==> src/rtl/cache_mem_if.sv <==
// Line-transfer engine between a cache controller and a word-wide memory port.
// Moves one cache line per request (fill or writeback) with a per-word ack timeout.
module cache_mem_if #(
   parameter int LINE_WORDS = 4,
   parameter int TIMEOUT    = 16
) (
   input  logic                       iCLK,
   input  logic                       iRST,
   input  logic                       iREQ_VALID,
   input  logic                       iREQ_WE,
   input  logic [31:0]                iREQ_ADDR,
   input  logic [32*LINE_WORDS-1:0]   iWB_DATA,
   output logic                       oREQ_READY,
   output logic                       oDONE,
   output logic                       oERR,
   output logic [32*LINE_WORDS-1:0]   oFILL_DATA,
   output logic                       oMEM_REQ,
   output logic                       oMEM_WE,
   output logic [31:0]                oMEM_ADDR,
   output logic [31:0]                oMEM_WDATA,
   input  logic                       iMEM_ACK,
   input  logic [31:0]                iMEM_RDATA
);

   localparam int IDX_W = (LINE_WORDS > 1) ? $clog2(LINE_WORDS) : 1;
   localparam int CNT_W = $clog2(TIMEOUT + 1);
   localparam logic [31:0]      OFFSET_MASK = 32'(4 * LINE_WORDS - 1);
   localparam logic [IDX_W-1:0] LAST_IDX    = IDX_W'(LINE_WORDS - 1);
   localparam logic [CNT_W-1:0] CNT_LAST    = CNT_W'(TIMEOUT - 1);

   typedef enum logic [1:0] {IDLE, XFER, DONE} state_t;

   state_t                    stateReg;
   logic [IDX_W-1:0]          indexReg;
   logic [CNT_W-1:0]          countReg;
   logic                      weReg;
   logic [31:0]               baseReg;
   logic [32*LINE_WORDS-1:0]  wbLineReg;

   logic [31:0]      wbWord [LINE_WORDS];
   logic [IDX_W-1:0] nextIdx;
   logic [31:0]      nextAddr;

   for (genvar gi = 0; gi < LINE_WORDS; gi++) begin : gUnpack
      assign wbWord[gi] = wbLineReg[32*gi +: 32];
   end

   assign nextIdx  = indexReg + 1'b1;
   assign nextAddr = baseReg + (32'(nextIdx) << 2);

   always_ff @(posedge iCLK or negedge iRST) begin
      if (!iRST) begin
         stateReg   <= IDLE;
         indexReg   <= '0;
         countReg   <= '0;
         weReg      <= 1'b0;
         baseReg    <= '0;
         wbLineReg  <= '0;
         oREQ_READY <= 1'b1;
         oDONE      <= 1'b0;
         oERR       <= 1'b0;
         oFILL_DATA <= '0;
         oMEM_REQ   <= 1'b0;
         oMEM_WE    <= 1'b0;
         oMEM_ADDR  <= '0;
         oMEM_WDATA <= '0;
      end else begin
         case (stateReg)
            IDLE: begin
               // Memory ack is deliberately ignored here; only a new request moves us.
               if (iREQ_VALID) begin
                  stateReg   <= XFER;
                  indexReg   <= '0;
                  countReg   <= '0;
                  weReg      <= iREQ_WE;
                  baseReg    <= iREQ_ADDR & ~OFFSET_MASK;
                  wbLineReg  <= iWB_DATA;
                  oREQ_READY <= 1'b0;
                  oMEM_REQ   <= 1'b1;
                  oMEM_WE    <= iREQ_WE;
                  oMEM_ADDR  <= iREQ_ADDR & ~OFFSET_MASK;
                  oMEM_WDATA <= iWB_DATA[31:0];
               end
            end
            XFER: begin
               if (iMEM_ACK) begin
                  countReg <= '0;
                  if (!weReg) begin
                     oFILL_DATA[32*indexReg +: 32] <= iMEM_RDATA;
                  end
                  if (indexReg == LAST_IDX) begin
                     stateReg <= DONE;
                     oMEM_REQ <= 1'b0;
                     oDONE    <= 1'b1;
                     oERR     <= 1'b0;
                  end else begin
                     indexReg   <= nextIdx;
                     oMEM_ADDR  <= nextAddr;
                     oMEM_WDATA <= wbWord[nextIdx];
                  end
               end else if (countReg == CNT_LAST) begin
                  // Give up on this word; unreached fill words keep their old contents.
                  stateReg <= DONE;
                  oMEM_REQ <= 1'b0;
                  oDONE    <= 1'b1;
                  oERR     <= 1'b1;
               end else begin
                  countReg <= countReg + 1'b1;
               end
            end
            DONE: begin
               stateReg   <= IDLE;
               oDONE      <= 1'b0;
               oERR       <= 1'b0;
               oREQ_READY <= 1'b1;
            end
            default: begin
               stateReg   <= IDLE;
               oREQ_READY <= 1'b1;
               oMEM_REQ   <= 1'b0;
            end
         endcase
      end
   end

endmodule
==> config.mk <==
export PLATFORM = sky130hd
export DESIGN_NAME = cache_mem_if
export DESIGN_NICKNAME = d
export VERILOG_FILES = /design/src/rtl/cache_mem_if.sv
export SDC_FILE = /design/constraint.sdc
export NUM_CORES = 1
export LEC_CHECK = 0
export CORE_AREA = 5 5 253 255
export DETAILED_ROUTE_END_ITERATION = 8
export DIE_AREA = 0 0 258 260
export SYNTH_ARGS = -nofsm -noshare
export SYNTH_HDL_FRONTEND = slang
export SYNTH_SLANG_ARGS = --single-unit
==> constraint.sdc <==
create_clock -name iCLK -period 6.3 [get_ports iCLK]
set_clock_uncertainty 0.15 [all_clocks]
set_input_delay 1.26 -clock iCLK [delete_from_list [all_inputs] [get_ports iCLK]]
set_output_delay 1.26 -clock iCLK [all_outputs]
set_load 0.05 [all_outputs]
==> results.md, run 1 <==
Status:
- The run finished with clean final reports.

Power and ir drop:
- The sequential fraction of design power is 31.0%.
- The internal power is 7020 uW.
- The share of total power in combinational logic is 49.1%.
- The switching power total is 5870 uW.
- The static leakage power is 0.00958 uW.
- The power per unit of standard cell area is 607 mW/mm^2.
- The largest vdd supply drop is 0.293 mV.
- Of the total power, the share spent switching nets is 45.5%.
- The clock power share is 19.8%.

Detailed routing:
- After detailed routing, the number of remaining DRC violations is 0.
- The routed wire length is 48.8 mm.
- Before antenna repair, the detailed router went through 5 iterations.
- The detailed router placed 12,400 vias in this run.
- The iteration-0 DRC count of the detailed router is 698.
- The count of antenna-violating nets left after detailed routing is 0.
- The wire length per cell is 17.5 um.
- The vias per cell is 4.46.

Worst hold path:
- The type of the most critical hold path is reg2reg.

Final layout:
- The area growth from synthesis to layout is 39.4%.
- At the end of the flow the core is filled with cells to 34.6%.
- The most frequent standard cell in the layout excluding fill and tap cells is sky130_fd_sc_hd__nand2_1.
- The post-route netlist has 6.85% of its cells at a drive strength greater than 1.
- After the last flow step, the layout net total stands at 2,156.
- The filler cell count is 6,214.
- The top cell types in the final layout, fill and taps aside, are 732 x sky130_fd_sc_hd__nand2_1, 386 x sky130_fd_sc_hd__clkdlybuf4s50_1, 356 x sky130_fd_sc_hd__dfrtp_1.
- The number of standard cells in the final layout excluding fillers is 2,780.

Clock tree:
- The longest clock path from root to sink contains 3 buffers.
- The clock latency of the later-clocked register in the worst-skew pair is 0.56 ns.
- The deepest level of the CTS H-tree is 2.
- The number of buffers inserted by hold repair at cts is 0.
- The number of gates resized after CTS was 0.
- The buffers inserted during post-CTS setup optimization is 0.
- The root buffer selected by CTS is sky130_fd_sc_hd__clkbuf_16.
- The clock-pin slew of the registers on the worst-case setup and hold paths is 0.06 ns.
- Counting every sink on the clock net gives 358.
- The number of buffers inserted during clock tree synthesis is 44.
- The CTS tree is yes.

Logic synthesis:
- The synthesized netlist occupies a cell area of 0.0152 mm^2.
- In the synthesized netlist the dominant register cell turns out to be sky130_fd_sc_hd__dfrtp_1.
- Dividing the synthesized area by the synthesized cell count gives 9.47 um^2.
- Synthesis inferred 358 register bits.
- The sequential element share of the synthesized area is 58.8%.
- The Yosys step of the flow raised 0 warnings.
- The async set or reset register ratio after synthesis is 100%.
- The cell count after synthesis came out at 1,609.
- Counting distinct cell types in the post-synthesis netlist gives 44.
- The number of enable flip-flop cells after synthesis is 0.

STA:
- The number of slew-limit violations in the final report came to 0.
- The worst path in the final design needs a cycle of 3.80 ns, including I/O delays and setup.
- Derived from the worst setup path, the maximum achievable clock frequency is 0.263 GHz.
- The worst path uses 60.3% of the clock period.
- The measured slew at the worst slew-check pin is 1.20 ns.
- The number of setup violations in the final report is 0.
- Measured against its own limit, the worst slew margin works out to 20.0%.
- The final count of hold timing violations is 0.
- Setup repair after global routing left no endpoint under its margin.
- Summed over all failing endpoints, the final setup total negative slack is 0 ns.
- The smallest setup slack after layout is 2.50 ns.

Die:
- The floorplan step set the die height to 260 um.
- In this run the standard cell core region covers 0.0614 mm^2.
- The cell row count is 91.
- The area enclosed by the die boundary is 0.0671 mm^2.
- The starting density of the core is 24.8%.
- Pin placement for this block handled 394 I/O pins.
- In this run the horizontal extent of the chip is 258 um.

Worst setup path:
- STA puts the critical path data arrival time at 4.03 ns.
- Data on the critical path is required at its endpoint by 6.54 ns.
- The critical path is of the in2reg type.
- The signal on the critical path passes through clkdlybuf4s50_1 > nor4bb_1 > nand2_2 > nand2_1 > o21ai_0.
- The family of cells with the greatest summed delay on the critical path is simple AND/OR/NAND/NOR gates.
- Along the worst path, the maximum fanout reaches 64.
- Counting both buffers and inverters, the worst setup path holds a total of 1.
- For this run, the slowest stage of the critical path takes 0.86 ns.
- The cell at the slowest stage of the critical path is sky130_fd_sc_hd__nand2_2.
- The endpoint class of the critical path is a register.
- The critical path launch point type is a primary input.

Placed design:
- Detailed placement ended at an HPWL of 32.2 mm.
- Once placement completed, the tool counted placed cells totaling 2,696.
- The pre-CTS setup slack is 1.91 ns.
- Input and output buffers added on the ports amount to 387.
- The routability congestion estimate is 0.797.

GRT:
- The number of antenna violations at the first check in global routing is 8.
- Global routing consumed, over all layers together, 14.1% of the routing resources.
- Entering global routing, the biggest net connects 127 pins.
- The total congestion overflow after global routing is 0.
- The wire length of the first global-routing pass is 75.6 mm.
- The via count of the first global-routing pass is 12,800.

Job:
- The max-cap violation count is 0.
==> final cells by class <==
cell class | instances | area [um^2] | share of cell area [%]
sequential | 358 | 8960 | 42.2
antenna | 4 | 10.0 | 0.0471
clock buffer | 61 | 1250 | 5.87
inverter | 7 | 26.3 | 0.124
clock inverter | 19 | 216 | 1.02
multi-input combinational | 1138 | 5750 | 27.1
timing repair buffer | 403 | 4040 | 19.0
tap | 790 | 988 | 4.66
==> per-layer routing <==
metal / part of all wire, % / vias up / global-route usage, %
met5: 0.082 / - / 0
met4: 2.8 / 8 / 4.06
met3: 7.4 / 93 / 4.08
met2: 45 / 394 / 22.7
met1: 44 / 5951 / 18.7
li1: - / 5939 / -
==> cells in the mapped netlist, types with 2 or more instances <==
cell type / n / area (um^2)
sky130_fd_sc_hd__a21oi_1: 2 / 10.0
sky130_fd_sc_hd__and3_1: 2 / 12.5
sky130_fd_sc_hd__buf_1: 4 / 15.0
sky130_fd_sc_hd__buf_2: 57 / 285
sky130_fd_sc_hd__buf_4: 10 / 75.1
sky130_fd_sc_hd__buf_6: 4 / 45.0
sky130_fd_sc_hd__clkbuf_1: 32 / 120
sky130_fd_sc_hd__dfrtp_1: 357 / 8930
sky130_fd_sc_hd__ha_1: 7 / 87.6
sky130_fd_sc_hd__inv_1: 6 / 22.5
sky130_fd_sc_hd__mux2_2: 30 / 338
sky130_fd_sc_hd__mux2i_1: 92 / 921
sky130_fd_sc_hd__nand2_1: 734 / 2760
sky130_fd_sc_hd__nand2_2: 4 / 25.0
sky130_fd_sc_hd__nand3_1: 4 / 20.0
sky130_fd_sc_hd__nor2_1: 7 / 26.3
sky130_fd_sc_hd__nor3_1: 2 / 10.0
sky130_fd_sc_hd__nor3_2: 3 / 30.0
sky130_fd_sc_hd__o21ai_0: 178 / 891
sky130_fd_sc_hd__o21ai_1: 20 / 100
sky130_fd_sc_hd__o221ai_1: 31 / 272
==> metrics by stage <==
stage | cell area, um^2 | hold slack (ns) | total power, uW
final | 21200 | 0.320 | 12900
after global routing | 21200 | 0.334 | 13700
after CTS | 21200 | 0.326 | 13100
after detailed placement | 19800 | 0.312 | 10500
after global placement | 19800 | 0.308 | 10300
after floorplan | 15200 | 0.287 | 8180
==> worst min-delay path, stage by stage (launching register included) <==
cell and delay [ns]:
sky130_fd_sc_hd__dfrtp_1 0.34, sky130_fd_sc_hd__nand2_1 0.05, sky130_fd_sc_hd__nand2_1 0.05
==> flip-flops by register name (all words and copies together), names as in the netlist, 2 cells and up <==
signal / flops
baseReg: 28
oMEM_WDATA: 32
stateReg: 2
oFILL_DATA: 128
wbLineReg: 128
oMEM_ADDR: 29
countReg: 5
==> logic make-up after synthesis <==
kind of cell	count (synthesis)	share of synthesized area (%)
mux	124	8.49
simple gates	767	19.6
other cells	1	0.0246
fa+ha+maj	7	0.575
flops	358	58.8
compound gates	238	8.77
buf+inv	114	3.72
==> power by group through the flow <==
stage,logic [uW],clock network [uW],registers [uW]
after floorplan,2350,0,5830
after global placement,6320,0,3990
after detailed placement,6430,0,4040
after CTS,6450,2650,4010
after global routing,6820,2740,4150
final,6330,2560,4000
==> worst paths after layout <==
check / startpoint / end / slack, ns / cells past startpoint
setup / recovery: iMEM_ACK / oFILL_DATA[101]$_DFFE_PN0P_ / 2.50 / 5
hold reg to reg: wbLineReg[110]$_DFFE_PN0P_ / wbLineReg[110]$_DFFE_PN0P_ / 0.32 / 2
min in group asynchronous: iRST / oFILL_DATA[63]$_DFFE_PN0P_ / 0.63 / 1
max in group asynchronous: iRST / oFILL_DATA[21]$_DFFE_PN0P_ / 4.04 / 2
setup reg to reg: indexReg[0]$_DFFE_PN0P_ / oMEM_WDATA[30]$_DFFE_PN0P_ / 3.08 / 6
hold / removal: wbLineReg[110]$_DFFE_PN0P_ / wbLineReg[110]$_DFFE_PN0P_ / 0.32 / 2
Note: power is estimated with default switching activity, not from simulation.
==> run 2: changes to the inputs <==
==> constraint.sdc (replaced) <==
create_clock -name iCLK -period 3.8 [get_ports iCLK]
set_clock_uncertainty 0.15 [all_clocks]
set_input_delay 0.76 -clock iCLK [delete_from_list [all_inputs] [get_ports iCLK]]
set_output_delay 0.76 -clock iCLK [all_outputs]
set_load 0.05 [all_outputs]
==> results.md, run 2 (same netlist as run 1, synthesis figures left out) <==
STA:
- The number of setup violations in the final report is 0 (unchanged).
- The fmax is 0.352 GHz.
- The final cycle utilization of the critical path is 74.8%.
- The measured slew at the worst slew-check pin is 0.927 ns (-0.273 ns).
- The number of slew-limit violations in the final report is 0 (unchanged).
- Counting I/O delays and the setup requirement, the final critical path takes 2.84 ns.
- Setup repair after global routing left no endpoint under its margin.
- The worst slew margin relative to its limit is 38.2% (+18 points).
- The setup TNS is 0 ns (unchanged).
- The final count of hold timing violations is 0 (unchanged).

GRT:
- The global-route total usage across every layer came to 14.1% (-0.033 points).
- The number of antenna violations at the first check in global routing was 10 (+2).
- The total congestion overflow after global routing is 0 (unchanged).
- The wire length of the first global-routing pass is 75.0 mm (-0.78%).
- The via count of the first global-routing pass came to 12,800 (+0.19%).
- The pin count of the biggest net entering global routing is 130 (+2.4%).

Job:
- The max-cap violation count is 0 (unchanged).

Power and ir drop:
- The static leakage power was 0.00971 uW (+1.3%).
- The largest vdd supply drop is 0.492 mV (+68%).
- The power per unit of standard cell area is 1000 mW/mm^2 (+65%).

Final layout:
- From synthesis to final layout, the design area changed by 41.0%.
- Leaving out fill and tap cells, the most frequent cells in the layout are 732 x sky130_fd_sc_hd__nand2_1, 386 x sky130_fd_sc_hd__clkdlybuf4s50_1, 356 x sky130_fd_sc_hd__dfrtp_1.
- The number of standard cells in the final layout excluding fillers is 2,793 (+0.47%).
- The largest registers in the layout are oFILL_DATA (128), wbLineReg (128), oMEM_WDATA (32).
- The final-stage net count came to 2,172 (+0.74%).
- The filler cell count is 6,162 (-0.84%).
- The proportion of layout cells with a drive suffix above 1 is 7.75% (+0.91 points).
- The utilization of the core after routing is 35.0% (+0.38 points).
- The most frequent standard cell in the layout excluding fill and tap cells is sky130_fd_sc_hd__nand2_1.

Clock tree:
- The root buffer cell chosen for the clock tree is sky130_fd_sc_hd__clkbuf_16.
- The number of sinks on the clock net was 358 (unchanged).
- The number of buffers inserted by hold repair at cts is 0 (unchanged).
- The CTS tree is yes.
- The number of buffers inserted during clock tree synthesis is 41 (-6.8%).
- The deepest level of the CTS H-tree was 2 (unchanged).
- The count of instances resized after the clock tree is built is 0 (unchanged).
- The maximum number of buffers from clock root to sink was 3 (unchanged).
- The buffers inserted during post-CTS setup optimization is 0 (unchanged).
- The clock latency of the later-clocked register in the worst-skew pair is 0.55 ns (about the same).
- The clock-pin slew of the registers on the worst-case setup and hold paths is 0.06 ns (about the same).

Detailed routing:
- The iteration-0 DRC count of the detailed router came to 597 (-14%).
- The first-pass iteration count of the detailed router came to 5 (unchanged).
- The routed wire length is 48.7 mm (-0.15%).
- The vias per cell is 4.45 (-0.12%).
- The count of antenna-violating nets left after detailed routing was 0 (unchanged).
- The wire length per cell is 17.4 um (-0.62%).
- The count of unresolved DRC violations after routing came to 0 (unchanged).
- The via count of the routed design is 12,400 (+0.35%).

Status:
- The flow ran to the end, and the final reports show no timing, DRC or antenna violations.

Placed design:
- The half-perimeter wire length after detailed placement is 33.2 mm (+2.9%).
- The routability congestion estimate is 0.809 (+1.4%).
- The quantity of I/O buffers inserted on ports is 387 (unchanged).
- The cell total after placement is 2,715 (+0.70%).

Worst setup path:
- The worst setup path is launched from a register.
- Traced cell by cell, the critical path runs through clkdlybuf4s50_1.
- The cell at the slowest stage of the critical path is sky130_fd_sc_hd__clkdlybuf4s50_1.
- The critical path's largest stage delay came to 0.91 ns (+0.05 ns).
- The arrival time at the worst endpoint is 1.93 ns (-2.10 ns).
- Grouping stages by cell kind, the critical path spends the most delay in buffers and inverters.
- The data required time at the worst endpoint is 2.89 ns (-3.65 ns).
- The largest driver fanout on the critical path is 6 (-91%).
- The worst setup path is of the reg2out kind.
- The worst setup path is captured at a primary output.
- The number of buffers and inverters on the critical path came to 1 (unchanged).

Die:
- The area enclosed by the die boundary is 0.0671 mm^2 (unchanged).
- The vertical die dimension is 260 um (unchanged).
- The core area came to 0.0614 mm^2 (unchanged).
- The number of top-level design ports is 394 (unchanged).
- The starting density of the core was 24.8% (unchanged).
- The cell row count is 91 (unchanged).
- The floorplan die width is 258 um (unchanged).

Worst hold path:
- In this run the worst hold path is classified as in2async.
## run 2: changes by cell type in the layout (fill, tap and decap cells not counted)
| cell | previous run | this run |
|---|---|---|
| sky130_fd_sc_hd__clkbuf_1 | 10 | 4 |
| sky130_fd_sc_hd__clkinv_2 | 9 | 5 |
| sky130_fd_sc_hd__bufinv_16 | 4 | 5 |
| sky130_fd_sc_hd__buf_4 | 13 | 26 |
| sky130_fd_sc_hd__inv_6 | 4 | 2 |
| sky130_fd_sc_hd__clkbuf_8 | 6 | 13 |
| sky130_fd_sc_hd__buf_12 | 3 | 9 |
| sky130_fd_sc_hd__clkbuf_16 | 45 | 43 |
## run 2: area by class of cell
cell class                      instances  area (um^2)  share of cell area, %
Tap cell                              790          988                   4.60
Clock inverter                         14          209                  0.973
Multi-Input combinational cell       1138         5750                   26.8
Inverter                                7         26.3                  0.122
Sequential cell                       358         8960                   41.8
Clock buffer                           60         1270                   5.92
Antenna cell                            4         10.0                 0.0466
Timing Repair Buffer                  422         4250                   19.8
## run 2: final timing paths
check | slack, ns | startpoint | depth (start not counted) | end
max in group asynchronous | 2.47 | iRST | 2 | oREQ_READY$_DFFE_PN1P_
min in group iCLK | 0.32 | wbLineReg[57]$_DFFE_PN0P_ | 2 | wbLineReg[57]$_DFFE_PN0P_
worst max-delay path | 0.96 | indexReg[0]$_DFFE_PN0P_ | 1 | oMEM_ADDR[2]
worst max register to register | 1.04 | indexReg[0]$_DFFE_PN0P_ | 5 | oMEM_WDATA[18]$_DFFE_PN0P_
worst min register to register | 0.32 | wbLineReg[57]$_DFFE_PN0P_ | 2 | wbLineReg[57]$_DFFE_PN0P_
worst min-delay path | 0.1 | iRST | 1 | oFILL_DATA[87]$_DFFE_PN0P_
## run 2: routing by layer
metal,global-route usage [%],up-vias,wire length [um]
met4,4.03,12,1280
li1,-,5978,-
met2,23.1,390,22800
met1,18.1,5958,21000
met3,4.17,90,3540
met5,0,-,75
## run 2: through the flow
| step | hold slack (ns) | cell area, um^2 | setup slack, ns | total power, uW |
|---|---|---|---|---|
| global placement | 0.309 | 20000 | 0.923 | 17200 |
| finish | 0.0984 | 21500 | 0.957 | 21500 |
| CTS | 0.126 | 21500 | 0.890 | 21900 |
| global route | 0.157 | 21500 | 0.883 | 22900 |
| floorplan | 0.287 | 15200 | 1.45 | 13600 |
| detailed placement | 0.311 | 20000 | 0.873 | 17500 |
## run 2: power breakdown
group	internal [uW]	switching, uW	total [uW]	leakage [uW]
registers	5580	989	6570	0.00467
logic	3580	7080	10700	0.00430
clock network	2660	1630	4290	0.000732
total	11800	9700	21500	0.00971
